**src/rtl/gf_pkg.sv**
```systemverilog
// Shared constants, FSM encoding and GF(2^8) arithmetic
// for the SDitH GF(2^16) tower-field datapath.
package gf_pkg;

  localparam logic [7:0] SDITH_IRRED_CST_GF2P16 = 8'h20;
  localparam int GF_INV_16_LATENCY = 37;
  localparam int EXP_STEPS = 13;

  typedef enum logic [2:0] {
    IDLE,
    NORM,
    EXP,
    OUT,
    DONE
  } inv_state_t;

  // GF(2^8) modulo x^8 + x^4 + x^3 + x + 1
  function automatic logic [7:0] gf256_mul(
    input logic [7:0] a,
    input logic [7:0] b
  );
    logic [7:0] r;
    logic [7:0] aa;
    r  = '0;
    aa = a;
    for (int i = 0; i < 8; i++) begin
      if (b[i]) r = r ^ aa;
      aa = {aa[6:0], 1'b0} ^ (aa[7] ? 8'h1b : 8'h00);
    end
    return r;
  endfunction

endpackage

```
**src/rtl/gf_inv_16_mul_sched.sv**
```systemverilog
// GF(2^8) multiplier and its two-cycle issue/capture
// slot scheduler shared by the inverter FSM.
module gf_mul
  import gf_pkg::*;
#(
  parameter bit REG_IN  = 1'b1,
  parameter bit REG_OUT = 1'b0
) (
  input  logic       i_clk,
  input  logic       i_rst,
  input  logic       i_en,
  input  logic [7:0] i_a,
  input  logic [7:0] i_b,
  output logic [7:0] o_p
);

  logic [7:0] a_q;
  logic [7:0] b_q;
  logic [7:0] p_c;

  generate
    if (REG_IN) begin : g_in_reg
      always_ff @(posedge i_clk or posedge i_rst) begin
        if (i_rst) begin
          a_q <= '0;
          b_q <= '0;
        end else if (i_en) begin
          a_q <= i_a;
          b_q <= i_b;
        end
      end
    end else begin : g_in_comb
      assign a_q = i_a;
      assign b_q = i_b;
    end
  endgenerate

  assign p_c = gf256_mul(a_q, b_q);

  generate
    if (REG_OUT) begin : g_out_reg
      always_ff @(posedge i_clk or posedge i_rst) begin
        if (i_rst) o_p <= '0;
        else       o_p <= p_c;
      end
    end else begin : g_out_comb
      assign o_p = p_c;
    end
  endgenerate

endmodule

module gf_mul_sched (
  input  logic       i_clk,
  input  logic       i_rst,
  input  logic       i_go,
  input  logic [7:0] i_a,
  input  logic [7:0] i_b,
  output logic [7:0] o_p,
  output logic       o_valid
);

  logic phase;
  logic issue;

  assign issue   = i_go & ~phase;
  assign o_valid = phase;

  // phase 0 issues operands, phase 1 presents the product
  always_ff @(posedge i_clk or posedge i_rst) begin
    if (i_rst)      phase <= 1'b0;
    else if (phase) phase <= 1'b0;
    else if (i_go)  phase <= 1'b1;
  end

  gf_mul #(
    .REG_IN (1'b1),
    .REG_OUT(1'b0)
  ) u_mul (
    .i_clk(i_clk),
    .i_rst(i_rst),
    .i_en (issue),
    .i_a  (i_a),
    .i_b  (i_b),
    .o_p  (o_p)
  );

endmodule

```
**src/rtl/gf_inv_16.sv**
```systemverilog
// Constant-time GF(2^16) inverter: conjugate/norm method
// with N^254 computed on one shared GF(2^8) multiplier.
module gf_inv_16
  import gf_pkg::*;
(
  input  logic        i_clk,
  input  logic        i_rst,
  input  logic        i_start,
  input  logic [15:0] i_x,
  output logic [15:0] o_o,
  output logic        o_done,
  output logic        o_busy
);

  inv_state_t state;
  logic [3:0] cnt;
  logic [7:0] x0;
  logic [7:0] x1;
  logic [7:0] s;
  logic [7:0] t0;
  logic [7:0] t1;
  logic [7:0] n;
  logic [7:0] p_acc;
  logic [7:0] o1;
  logic [7:0] mul_a;
  logic [7:0] mul_b;
  logic [7:0] prod;
  logic       prod_vld;
  logic       go;

  assign go = (state == NORM) | (state == EXP) | (state == OUT);

  always_comb begin
    mul_a = '0;
    mul_b = '0;
    unique case (state)
      NORM: begin
        unique case (cnt[1:0])
          2'd0: begin
            mul_a = x0;
            mul_b = s;
          end
          2'd1: begin
            mul_a = x1;
            mul_b = x1;
          end
          default: begin
            mul_a = SDITH_IRRED_CST_GF2P16;
            mul_b = t1;
          end
        endcase
      end
      // even steps square, odd steps fold in N
      EXP: begin
        mul_a = p_acc;
        mul_b = cnt[0] ? n : p_acc;
      end
      OUT: begin
        mul_a = cnt[0] ? s : x1;
        mul_b = p_acc;
      end
      default: begin
        mul_a = '0;
        mul_b = '0;
      end
    endcase
  end

  gf_mul_sched u_sched (
    .i_clk  (i_clk),
    .i_rst  (i_rst),
    .i_go   (go),
    .i_a    (mul_a),
    .i_b    (mul_b),
    .o_p    (prod),
    .o_valid(prod_vld)
  );

  always_ff @(posedge i_clk or posedge i_rst) begin
    if (i_rst) begin
      state  <= IDLE;
      cnt    <= '0;
      x0     <= '0;
      x1     <= '0;
      s      <= '0;
      t0     <= '0;
      t1     <= '0;
      n      <= '0;
      p_acc  <= '0;
      o1     <= '0;
      o_o    <= '0;
      o_done <= 1'b0;
      o_busy <= 1'b0;
    end else begin
      o_done <= 1'b0;
      unique case (state)
        IDLE: begin
          if (i_start) begin
            x0     <= i_x[7:0];
            x1     <= i_x[15:8];
            s      <= i_x[7:0] ^ i_x[15:8];
            cnt    <= '0;
            o_busy <= 1'b1;
            state  <= NORM;
          end
        end
        NORM: begin
          if (prod_vld) begin
            unique case (cnt[1:0])
              2'd0: begin
                t0  <= prod;
                cnt <= 4'd1;
              end
              2'd1: begin
                t1  <= prod;
                cnt <= 4'd2;
              end
              default: begin
                n     <= t0 ^ prod;
                p_acc <= t0 ^ prod;
                cnt   <= '0;
                state <= EXP;
              end
            endcase
          end
        end
        EXP: begin
          if (prod_vld) begin
            p_acc <= prod;
            if (cnt == 4'(EXP_STEPS - 1)) begin
              cnt   <= '0;
              state <= OUT;
            end else begin
              cnt <= cnt + 4'd1;
            end
          end
        end
        OUT: begin
          if (prod_vld) begin
            if (!cnt[0]) begin
              o1  <= prod;
              cnt <= 4'd1;
            end else begin
              o_o    <= {o1, prod};
              o_done <= 1'b1;
              cnt    <= '0;
              state  <= DONE;
            end
          end
        end
        DONE: begin
          o_busy <= 1'b0;
          state  <= IDLE;
        end
        default: begin
          state <= IDLE;
        end
      endcase
    end
  end

endmodule
```
**config.mk**
```make
export PLATFORM = sky130hd
export DESIGN_NAME = gf_inv_16
export DESIGN_NICKNAME = d
export VERILOG_FILES = /design/src/rtl/gf_pkg.sv /design/src/rtl/gf_inv_16_mul_sched.sv /design/src/rtl/gf_inv_16.sv
export SDC_FILE = /design/constraint.sdc
export NUM_CORES = 1
export LEC_CHECK = 0
export CAP_MARGIN = 10
export CORE_ASPECT_RATIO = 1.1
export CORE_MARGIN = 4
export CORE_UTILIZATION = 50
export DETAILED_ROUTE_END_ITERATION = 12
export PLACE_DENSITY_LB_ADDON = 0.08
export SLEW_MARGIN = 20
export SYNTH_ARGS = -nofsm -noshare
export SYNTH_HDL_FRONTEND = slang
export SYNTH_SLANG_ARGS = --single-unit
```
**constraint.sdc**
```tcl
create_clock -name i_clk -period 3.95 [get_ports i_clk]
set_clock_uncertainty 0.05 [all_clocks]
set_input_delay 0.5925 -clock i_clk [delete_from_list [all_inputs] [get_ports i_clk]]
set_output_delay 0.5925 -clock i_clk [all_outputs]
set_load 0.01 [all_outputs]
```
# Word-level counts from Yosys, hierarchy flattened
# Cells that the tools add are included.
[totals] word_cells=116 output_inout_bits=18 register_bits=106
[op_classes] eq_ne=13 bitwise_logic=22 muxes=48 add_sub_neg=1 reduce_logical=16
[ops] operator="2-to-1 mux 8 bit" n=13
[ops] operator="bitwise XOR 8 bit" n=9
[ops] operator="bitwise XOR 8 x 5 -> 8 bit" n=7
[ops] operator="case mux 8 bit (2 select lines)" n=3
[ops] operator="case mux 8 bit (3 select lines)" n=2
[ops] operator="2-to-1 mux 5 bit" n=7
[ops] operator="2-to-1 mux 3 bit" n=7
[ops] operator="2-to-1 mux 4 bit" n=5
[ops] operator="case mux 4 bit (4 select lines)" n=1
[ops] operator="AND reduction 3 bit" n=5
[ops] operator="case mux 3 bit (4 select lines)" n=1
[ops] operator="!= test 2 x 1 -> 1 bit, second input constant" n=4
[ops] operator="2-to-1 mux 1 bit" n=7
[ops] operator="AND reduction 7 bit" n=1
[ops] operator="equality test 3 x 2 -> 1 bit, second input constant" n=2
[ops] operator="!= test 2 bit, second input constant" n=3
[ops] operator="AND reduction 5 bit" n=1
[ops] operator="adder 4 x 1 -> 4 bit, second input constant" n=1
[ops] operator="equality test 4 bit, second input constant" n=1
[ops] operator="case mux 2 bit (2 select lines)" n=1
[ops] operator="AND reduction 2 bit" n=2
[ops] operator="AND reduction 4 bit" n=1
[ops] operator="nonzero test 2 bit" n=2
[ops] operator="nonzero test 4 bit" n=1
[ops] operator="other kinds (10)" n=13

# Depth between registers and ports, before layout
# Gate-level depths: netlist of run 1.
[depth] word_depth=20 mapped_depth=10 ltp_nobuf=8

# Modules after synthesis
# From an unflattened synthesis of run 1, not the netlist that was laid out.
[unflattened] cells_unflattened=586 hier_area_um2=6179.7
[by_module_without_submodules] module="gf_inv_16" seq_area_each_um2=2227.1 area_per_inst_um2=4267.8 instances=1 cells_each=377
[by_module_without_submodules] module="gf_mul" seq_area_each_um2=400.4 area_per_inst_um2=1869.3 instances=1 cells_each=206
[by_module_without_submodules] module="gf_mul_sched" seq_area_each_um2=25.0 area_per_inst_um2=42.5 instances=1 cells_each=3

# Least setup slack after synthesis of run 1
# No wires, ideal clock.
[synth_timing] kind="register to register" startpoint="reg u_sched.u_mul.a_q[7]" endpoint="reg n[4]" path_buffers=1 required_time_ns=3.775 path_stages_with_launch=8 arrival_time_ns=2.204 path_slack_ns=1.571 cell_sequence="dfrtp_1 buf_4 xor3_2 xnor2_2 nand2b_4 xnor3_2 xnor3_1 mux2_2"
[synth_via] elab_chain_cells=17 elab_cells_between_ends=25 classes_between="mux (10); bitwise (15)"
[synth_rtl] element="from (decl)" line="gf_inv_16_mul_sched.sv:17" text="logic [7:0] a_q;"
[synth_rtl] element="from (signal assigned)" line="gf_inv_16_mul_sched.sv:28" text="a_q <= i_a;"
[synth_rtl] element="2-to-1 mux 5 bit *" line="gf_pkg.sv:28" text="aa = {aa[6:0], 1'b0} ^ (aa[7] ? 8'h1b : 8'h00);"
[synth_rtl] element="bitwise XOR 8 x 5 -> 8 bit *" line="gf_pkg.sv:28"
[synth_rtl] element="bitwise XOR 8 bit" line="gf_pkg.sv:27" text="if (b[i]) r = r ^ aa;"
[synth_rtl] element="2-to-1 mux 8 bit" line="gf_pkg.sv:27"
[synth_rtl] element="bitwise XOR 8 bit" line="gf_pkg.sv:27"
[synth_rtl] element="2-to-1 mux 8 bit" line="gf_pkg.sv:27"
[synth_rtl] element="bitwise XOR 8 bit" line="gf_pkg.sv:27"
[synth_rtl] element="2-to-1 mux 8 bit" line="gf_pkg.sv:27"
[synth_rtl] element="bitwise XOR 8 bit" line="gf_pkg.sv:27"
[synth_rtl] element="2-to-1 mux 8 bit" line="gf_pkg.sv:27"
[synth_rtl] element="bitwise XOR 8 bit" line="gf_pkg.sv:27"
[synth_rtl] element="2-to-1 mux 8 bit" line="gf_pkg.sv:27"
[synth_rtl] element="bitwise XOR 8 bit" line="gf_pkg.sv:27"
[synth_rtl] element="2-to-1 mux 8 bit" line="gf_pkg.sv:27"
[synth_rtl] element="bitwise XOR 8 bit" line="gf_pkg.sv:27"
[synth_rtl] element="2-to-1 mux 8 bit *" line="gf_pkg.sv:27"
[synth_rtl] element="bitwise XOR 8 bit *" line="gf_inv_16.sv:119" text="n <= t0 ^ prod;"
[synth_rtl] element="to (signal assigned)" line="gf_inv_16.sv:119"
[synth_rtl] element="to (decl)" line="gf_inv_16.sv:22" text="logic [7:0] n;"
# Every way passes the cells marked *; elsewhere a longest branch is shown, timed or not.
# A chain may end at the register's enable or synchronous reset.

# Worst setup path after layout of run 1
[layout_timing] startpoint="reg cnt[0]" endpoint="reg n[0]"
[layout_via] elab_chain_cells=4 elab_cells_between_ends=5 classes_between="eq/ne (1); bitwise (1); reduce/logical (3)"
[layout_rtl] element="from (decl)" line="gf_inv_16.sv:16" text="logic [3:0] cnt;"
[layout_rtl] element="from (signal assigned)" line="gf_inv_16.sv:134" text="cnt <= cnt + 4'd1;"
[layout_rtl] element="equality test 2 x 1 -> 1 bit / zero test 2 bit (equally long branches)" line="gf_inv_16.sv:109" text="unique case (cnt[1:0])"
[layout_rtl] element="OR reduction 2 bit (no source line) *"
[layout_rtl] element="inverter 1 bit (no source line) *"
[layout_rtl] element="AND reduction 3 bit (no source line) *"
# Marks and branches as above.

==> impl_metrics.env, run 1 <==
export IMPL_vias=4538
export IMPL_cp_slowest_stage_delay_ns=0.83
export IMPL_drv_cap=0
export IMPL_yosysMostFrequentCell="nand2_1"
export IMPL_die_area_um2=14800
export IMPL_critical_path_class="flop to flop"
export IMPL_htreeDepth=3
export IMPL_hpwlAfterDp_um=10800
export IMPL_dr_first_iter_drc_count=405
export IMPL_holdBufCountCts=0
export IMPL_overflow=0
export IMPL_dieWidth_um=116
export IMPL_clockBufferDepth=2
export IMPL_max_slew_margin_rel=0.459
export IMPL_hold_path_class="flop to flop"
export IMPL_worst_slew_pin_transition_ns=0.811
export IMPL_first_global_vias=4531
export IMPL_syn_num_nets=673
export IMPL_min_period_ns=2.95
export IMPL_ys_seq_area_frac=0.411
export IMPL_cts_num_sinks=106
export IMPL_cts_setup_buffers=0
export IMPL_synth_edf_count=0
export IMPL_placed_cell_area_um2=6850
export IMPL_worstPathArrival_ns=3.14
export IMPL_fin_nets=677
export IMPL_first_pass_iters=5
export IMPL_netlist_top_cells_count="136 x nand2_1, 106 x dfrtp_1, 53 x a21oi_1, 41 x o21ai_0"
export IMPL_cts_buffers=9
export IMPL_drc=0
export IMPL_synthArstFlopShare=1.00
export IMPL_path_cells="inv_1 -> ha_1 -> nor2_1 -> buf_4 -> nand3_1 -> mux2_2"
export IMPL_yosys_register_bits=106
export IMPL_routed_wl_um=14700
export IMPL_synth_area_um2=6460
export IMPL_critPathRequiredTime_ns=4.14
export IMPL_worstSetupStartpointType="flop"
export IMPL_portBuffers=36
export IMPL_yosysTopAreaCell="dfrtp_1"
export IMPL_clk_latency_ns=0.35
export IMPL_cts_tree="built"
export IMPL_rsz0062_at_grt="false"
export IMPL_root_buffer="clkbuf_16"
export IMPL_core_um2=12600
export IMPL_postSynthAreaPerCell_um2=9.95
export IMPL_n_antenna_cell=0
export IMPL_synth_cell_types=52
export IMPL_grt_max_degree=56
export IMPL_clkTransAtPathRegs_ns=0.08
export IMPL_place_gp_congestion=0.851
export IMPL_post_drt_via_cell_ratio=5.57
export IMPL_initial_utilization=0.511
export IMPL_num_rows=43
export IMPL_area_delta_synth_final_pct=10.8
export IMPL_stdcell_area_um2=7160
export IMPL_synth_top_cells_by_area="dfrtp_1 41%, nand2_1 7.9%, xnor3_1 7.0%, mux2_2 6.4%, xnor2_1 5.0%"
export IMPL_num_fill_cells=1086
export IMPL_hold_viol_final=0
export IMPL_die_y_um=127
export IMPL_endpoint_kind="flop"
export IMPL_yosys_warnings=0
export IMPL_drive_gt1_frac=0.117
export IMPL_synth_top_area_frac=0.411
export IMPL_detail_route_antenna_nets=0
export IMPL_p_total_mw=6.92
export IMPL_setup_ws_ns=0.999
export IMPL_status="complete, no violations"
export IMPL_peakVddDrop_v=0.000482
export IMPL_power_leakage_nw=3.21
export IMPL_drv_slew=0
export IMPL_grtUsageTotal=0.212
export IMPL_fin_tns_setup_ns=0
export IMPL_antenna_found_initial=0
export IMPL_max_clock_freq_mhz=339
export IMPL_whs_ns=0.431
export IMPL_post_place_ws_ns=1.02
export IMPL_io_pins=37
export IMPL_pwr_density_cell_nw_per_um2=967
export IMPL_setup_violations_final=0
export IMPL_period_share=0.747
export IMPL_ctsResizeCount=0
export IMPL_grt_pass1_wl_um=24400
export IMPL_netlist_instances=649
export IMPL_crit_fanout=20
export IMPL_critPathSlowestCell="dfrtp_1"
export IMPL_yosys_most_used_dff="dfrtp_1"
export IMPL_routedWlPerCell_um=18.0
kinds of logic after synthesis:
kind of cell | count (synthesis) | share of synthesized area
compound gates | 140 | 0.127
mux | 46 | 0.0784
buf+inv | 62 | 0.0426
flops | 106 | 0.411
fa+ha+maj | 5 | 0.00968
xor+xnor | 94 | 0.205
simple gates | 196 | 0.126
power breakdown:
| part | total (mW) | internal [mW] | switching (mW) |
|---|---|---|---|
| clock network | 0.894 | 0.451 | 0.443 |
| logic | 3.97 | 2.00 | 1.98 |
| registers | 2.05 | 1.50 | 0.555 |
| total | 6.92 | 3.94 | 2.97 |
per-layer routing:
metal	track usage	up-vias	share of wire
met5	0	-	0
met4	0.0444	0	0.010
met3	0.0365	8	0.042
met2	0.345	107	0.49
met1	0.300	2222	0.46
li1	-	2201	-
placed cells by master (no fill, tap or decap), types with 5 or more instances in the layout:
cell type	Yosys	layout
mux2_2	37	37
clkdlybuf4s50_1	0	36
nor2_1	32	31
a21oi_1	53	53
o21ai_1	5	5
inv_1	11	10
buf_4	4	8
o21ai_0	41	41
xor3_1	9	9
dfrtp_1	106	106
xnor3_1	20	20
xor2_1	21	21
a22oi_1	17	17
xnor2_1	37	37
ha_1	5	5
nand2_1	136	136
clkbuf_16	0	9
nand3_1	5	5
nor2b_1	7	7
mux2i_1	9	9
final cells by class:
type	instances	area, um^2	area share
clock buffers	9	225	0.0315
clock inverters	7	82.6	0.0115
well taps	157	196	0.0275
inverters	11	43.8	0.00612
multi-input cells	481	3530	0.494
flip-flops and latches	106	2650	0.371
repair buffers	44	420	0.0588
worst max-delay path, delay by kind of cell (launching register included):
family / cells / cell delay (ns)
adder cells (fa/ha/maj): 1 / 0.50
AND/OR/NAND/NOR: 2 / 0.62
buffers and inverters: 2 / 0.40
flip-flops: 1 / 0.83
multiplexers: 1 / 0.43
state kept, by name (all words and copies together) (netlist names):
name,cells
o_busy,1
o_done,1
o1,8
x1,8
o_o,16
x0,8
t0,8
state,3
u_sched.u_mul.b_q,8
t1,8
p_acc,8
u_sched.u_mul.a_q,8
n,8
u_sched.o_valid,1
cnt,4
s,8
stage by stage:
stage                     utilization  instances
after CTS                       0.566        815
after detailed placement        0.542        799
final                           0.566        815
after global routing            0.566        815
after floorplan                     -        649
after global placement          0.542        799
final timing paths:
path | end | slack [ns] | cells past startpoint | startpoint
worst max register to register | n[0] | 1.0 | 6 | cnt[0]
worst max-delay path | n[0] | 1.0 | 6 | cnt[0]
max in group asynchronous | x0[4] | 2.36 | 3 | i_rst
worst min-delay path | o_o[10] | 0.43 | 2 | o1[2]
worst min register to register | o_o[10] | 0.43 | 2 | o1[2]
min in group asynchronous | x0[1] | 0.63 | 2 | i_rst
Note: power is estimated with default switching activity, not from simulation.
==> run 2: changes to the inputs <==
==> constraint.sdc (replaced) <==
create_clock -name i_clk -period 3 [get_ports i_clk]
set_clock_uncertainty 0.05 [all_clocks]
set_input_delay 0.45 -clock i_clk [delete_from_list [all_inputs] [get_ports i_clk]]
set_output_delay 0.45 -clock i_clk [all_outputs]
set_load 0.01 [all_outputs]
==> impl_metrics.env, run 2 (same netlist as run 1, synthesis figures left out) <==
export IMPL_status="complete, no violations"
export IMPL_rsz0062_at_grt="false"
export IMPL_largest_reg_flops=16
export IMPL_drive_gt1_frac=0.133
export IMPL_max_clock_freq_mhz=362
export IMPL_clk_latency_ns=0.35
export IMPL_initial_utilization=0.511
export IMPL_drv_cap=0
export IMPL_hold_path_class="flop to flop"
export IMPL_critical_path_class="flop to flop"
export IMPL_drv_slew=0
export IMPL_dr_first_iter_drc_count=317
export IMPL_grtUsageTotal=0.221
export IMPL_setup_ws_ns=0.235
export IMPL_r2r_start="u_sched.u_mul.a_q[4]"
export IMPL_peakVddDrop_v=0.000660
export IMPL_power_leakage_nw=3.27
export IMPL_cts_buffers=9
export IMPL_routed_wl_um=15400
export IMPL_period_share=0.922
export IMPL_hold_end="o_o[15]"
export IMPL_vias=4654
export IMPL_core_um2=12600
export IMPL_worstPathArrival_ns=3.00
export IMPL_detail_route_antenna_nets=0
export IMPL_most_common_layout_cells="136 x nand2_1, 106 x dfrtp_1, 53 x a21oi_1, 41 x o21ai_0"
export IMPL_hpwlAfterDp_um=11200
export IMPL_first_pass_iters=5
export IMPL_worst_slew_pin_transition_ns=0.880
export IMPL_num_fill_cells=1113
export IMPL_portBuffers=36
export IMPL_dieWidth_um=116
export IMPL_clkTransAtPathRegs_ns=0.08
export IMPL_worstSetupStartpointType="flop"
export IMPL_ctsResizeCount=0
export IMPL_r2r_cells=6
export IMPL_grt_max_degree=52
export IMPL_endpoint_kind="flop"
export IMPL_whs_path_depth=2
export IMPL_cts_num_sinks=106
export IMPL_reg2reg_slack_ns=0.24
export IMPL_antenna_found_initial=0
export IMPL_r2r_end="t0[1]"
export IMPL_max_slew_margin_rel=0.412
export IMPL_regMostFlops="o_o"
export IMPL_drc=0
export IMPL_n_antenna_cell=0
export IMPL_min_period_ns=2.76
export IMPL_grt_pass1_wl_um=25300
export IMPL_overflow=0
export IMPL_hold_start="o1[7]"
export IMPL_post_place_ws_ns=0.322
export IMPL_fin_tns_setup_ns=0
export IMPL_die_y_um=127
export IMPL_cts_tree="built"
export IMPL_place_gp_congestion=0.861
export IMPL_cts_setup_buffers=0
export IMPL_clockBufferDepth=2
export IMPL_hold_viol_final=0
export IMPL_area_delta_synth_final_pct=12.3
export IMPL_num_rows=43
export IMPL_io_pins=37
export IMPL_post_drt_via_cell_ratio=5.63
export IMPL_critPathRequiredTime_ns=3.23
export IMPL_setup_violations_final=0
export IMPL_fin_nets=689
export IMPL_root_buffer="clkbuf_16"
export IMPL_die_area_um2=14800
export IMPL_htreeDepth=3
export IMPL_startpoint="u_sched.u_mul.a_q[4]"
export IMPL_crit_fanout=6
export IMPL_holdBufCountCts=0
export IMPL_final_common_cell="nand2_1"
export IMPL_pwr_density_cell_nw_per_um2=1270
export IMPL_routedWlPerCell_um=18.6
export IMPL_first_global_vias=4664
## run 2: cell types whose count changed in the layout (fill, tap and decap cells not counted), sizes merged
cell | previous run | this run
clkinvlp | 1 | 2
clkinv | 3 | 2
buf | 8 | 20
## run 2: worst max path at each step
stage                     slack [ns]  cells after the start     to
after CTS                       0.30                      6  t0[1]
after floorplan                 0.62                      7   n[4]
final                           0.24                      6  t0[1]
after global routing            0.14                      6  t0[7]
after detailed placement        0.32                      6  t0[1]
after global placement          0.35                      6  o1[1]
## run 2: worst max-delay path: stages (launching register included)
cell and delay [ns]:
dfrtp_1 0.56, xor2_1 0.33, nand2_1 0.13, xnor3_1 0.36
xnor3_1 0.47, xor2_1 0.53, mux2_2 0.27
## run 2: final cells by class
type | count | area [um^2] | share of cell area
multi-input combinational | 481 | 3530 | 0.487
sequential | 106 | 2650 | 0.366
timing repair buffer | 56 | 523 | 0.0721
clock buffer | 9 | 225 | 0.0310
tap | 157 | 196 | 0.0271
clock inverter | 7 | 80.1 | 0.0110
inverter | 11 | 45.0 | 0.00621
## run 2: stage by stage
step           hold slack (ns)  std cells   util  area, um^2  total power [mW]
2_1_floorplan            0.385        649      -        6460              6.64
3_3_place_gp             0.410        811  0.550        6950              7.91
3_5_place_dp             0.412        811  0.550        6950              8.01
4_1_cts                  0.437        827  0.574        7260              9.24
5_1_grt                  0.459        827  0.574        7260              9.89
6_report                 0.432        827  0.574        7260              9.24
## run 2: per-layer routing
metal / part of all wire / vias up / GRT usage
met3: 0.040 / 18 / 0.0317
met2: 0.47 / 124 / 0.346
met1: 0.47 / 2288 / 0.323
met5: 0 / - / 0
li1: - / 2224 / -
met4: 0.016 / 0 / 0.0594
## run 2: report_power, final
| part | leakage (nW) | internal [mW] | switching, mW |
|---|---|---|---|
| clock | 0.146 | 0.596 | 0.601 |
| combinational | 1.76 | 2.71 | 2.71 |
| sequential | 1.36 | 1.97 | 0.649 |
| total | 3.27 | 5.27 | 3.96 |
==> run 3: changes to the inputs <==
--- a/config.mk
+++ b/config.mk
@@ -7,11 +7,10 @@
 export LEC_CHECK = 0
 export CAP_MARGIN = 10
 export CORE_ASPECT_RATIO = 1.1
-export CORE_MARGIN = 4
 export CORE_UTILIZATION = 50
 export DETAILED_ROUTE_END_ITERATION = 12
 export PLACE_DENSITY_LB_ADDON = 0.08
-export SLEW_MARGIN = 20
+export SLEW_MARGIN = 0
 export SYNTH_ARGS = -nofsm -noshare
 export SYNTH_HDL_FRONTEND = slang
 export SYNTH_SLANG_ARGS = --single-unit
==> impl_metrics.env, run 3 (same netlist as run 1, synthesis figures left out) <==
export IMPL_most_common_layout_cells="136 x nand2_1, 106 x dfrtp_1, 53 x a21oi_1, 41 x o21ai_0"
export IMPL_setup_violations_final=0
export IMPL_core_um2=12600
export IMPL_min_period_ns=2.62
export IMPL_drv_slew=0
export IMPL_startpoint="u_sched.u_mul.b_q[2]"
export IMPL_num_rows=43
export IMPL_r2r_start="u_sched.u_mul.b_q[2]"
export IMPL_die_area_um2=13400
export IMPL_hold_path_class="flop to flop"
export IMPL_largest_reg_flops=16
export IMPL_whs_path_depth=2
export IMPL_pwr_density_cell_nw_per_um2=1280
export IMPL_hpwlAfterDp_um=11200
export IMPL_worstSetupStartpointType="flop"
export IMPL_critPathSlowestCell="dfrtp_1"
export IMPL_first_pass_iters=5
export IMPL_critPathRequiredTime_ns=3.19
export IMPL_root_buffer="clkbuf_16"
export IMPL_overflow=0
export IMPL_worstPathArrival_ns=2.81
export IMPL_cp_slowest_stage_delay_ns=0.64
export IMPL_cts_buffers=9
export IMPL_period_share=0.873
export IMPL_routed_wl_um=15400
export IMPL_drc=0
export IMPL_peakVddDrop_v=0.000492
export IMPL_clkTransAtPathRegs_ns=0.08
export IMPL_status="complete, no violations"
export IMPL_ctsResizeCount=0
export IMPL_r2r_end="n[2]"
export IMPL_rsz0062_at_grt="false"
export IMPL_fin_nets=686
export IMPL_cts_tree="built"
export IMPL_critPathCapture="n[2]"
export IMPL_clockBufferDepth=2
export IMPL_cp_depth=6
export IMPL_area_delta_synth_final_pct=12.3
export IMPL_dieWidth_um=110
export IMPL_grt_max_degree=53
export IMPL_die_y_um=121
export IMPL_regMostFlops="o_o"
export IMPL_htreeDepth=3
export IMPL_portBuffers=36
export IMPL_stdcell_area_um2=7260
export IMPL_power_leakage_nw=3.27
export IMPL_vias=4667
export IMPL_endpoint_kind="flop"
export IMPL_post_drt_via_cell_ratio=5.66
export IMPL_path_delay_family="XOR/XNOR gates"
export IMPL_crit_buf_inv=0
export IMPL_clk_latency_ns=0.35
export IMPL_n_antenna_cell=0
export IMPL_grt_pass1_wl_um=25100
export IMPL_max_slew_margin_rel=0.422
export IMPL_final_common_cell="nand2_1"
export IMPL_hold_viol_final=0
export IMPL_io_pins=37
export IMPL_drive_gt1_frac=0.129
export IMPL_first_global_vias=4528
export IMPL_r2r_cells=6
export IMPL_max_clock_freq_mhz=382
export IMPL_grtUsageTotal=0.252
export IMPL_critical_path_class="flop to flop"
export IMPL_placed_cell_area_um2=6940
export IMPL_antenna_found_initial=0
export IMPL_drv_cap=0
export IMPL_cts_num_sinks=106
export IMPL_path_cells="o22a_1 -> o22ai_1 -> a211oi_1 -> xnor3_1 -> xnor2_1 -> mux2_2"
export IMPL_cts_setup_buffers=0
export IMPL_place_gp_congestion=0.896
export IMPL_detail_route_antenna_nets=0
export IMPL_fin_tns_setup_ns=0
export IMPL_reg2reg_slack_ns=0.38
export IMPL_holdBufCountCts=0
export IMPL_initial_utilization=0.513
export IMPL_worst_slew_pin_transition_ns=0.867
export IMPL_routedWlPerCell_um=18.6
export IMPL_crit_fanout=13
export IMPL_dr_first_iter_drc_count=326
[run 3: cell count changes in the layout (fill, tap and decap cells not counted), sizes merged]
cell and change:
buf -3, bufinv +1, clkinv -1, clkinvlp -1
inv +1
[run 3: final cells by class]
class	count	area [um^2]
flip-flops and latches	106	2650
well taps	157	196
inverters	11	45.0
clock inverters	7	90.1
fillers	1143	5330
clock buffers	9	225
multi-input cells	481	3530
repair buffers	53	513
[run 3: where the power goes]
part	internal, mW	switching, mW	total (mW)
clock	0.673	0.585	1.26
combinational	2.69	2.71	5.41
sequential	1.97	0.622	2.59
total	5.34	3.92	9.26
[run 3: layer usage]
| layer | global-route usage | wire (um) |
|---|---|---|
| met5 | 0 | 0 |
| met4 | 0.0691 | 172 |
| met3 | 0.0306 | 636 |
| met2 | 0.399 | 7440 |
| met1 | 0.364 | 7110 |
[run 3: worst min-delay path by stage]
stage	endpoint	from	slack, ns
2_1_floorplan	o_o[10]	o1[2]	0.38
3_3_place_gp	o_o[14]	o1[6]	0.40
3_5_place_dp	o_o[10]	o1[2]	0.40
4_1_cts	o_o[14]	o1[6]	0.43
5_1_grt	o_o[11]	o1[3]	0.45
6_report	o_o[10]	o1[2]	0.42
[run 3: through the flow]
step | instances | utilization | hold slack, ns | setup WS (ns) | power [mW]
floorplan | 649 | - | 0.385 | 0.621 | 6.64
global placement | 808 | 0.551 | 0.400 | 0.480 | 7.85
detailed placement | 808 | 0.551 | 0.402 | 0.400 | 7.98
CTS | 824 | 0.576 | 0.428 | 0.386 | 9.28
global route | 824 | 0.576 | 0.451 | 0.266 | 9.90
finish | 824 | 0.576 | 0.422 | 0.382 | 9.26
[run 3: worst register-to-register path, stage by stage, from the launching register on]
cell	delay, ns
dfrtp_1	0.64
o22a_1	0.20
o22ai_1	0.07
a211oi_1	0.46
xnor3_1	0.63
xnor2_1	0.18
mux2_2	0.27
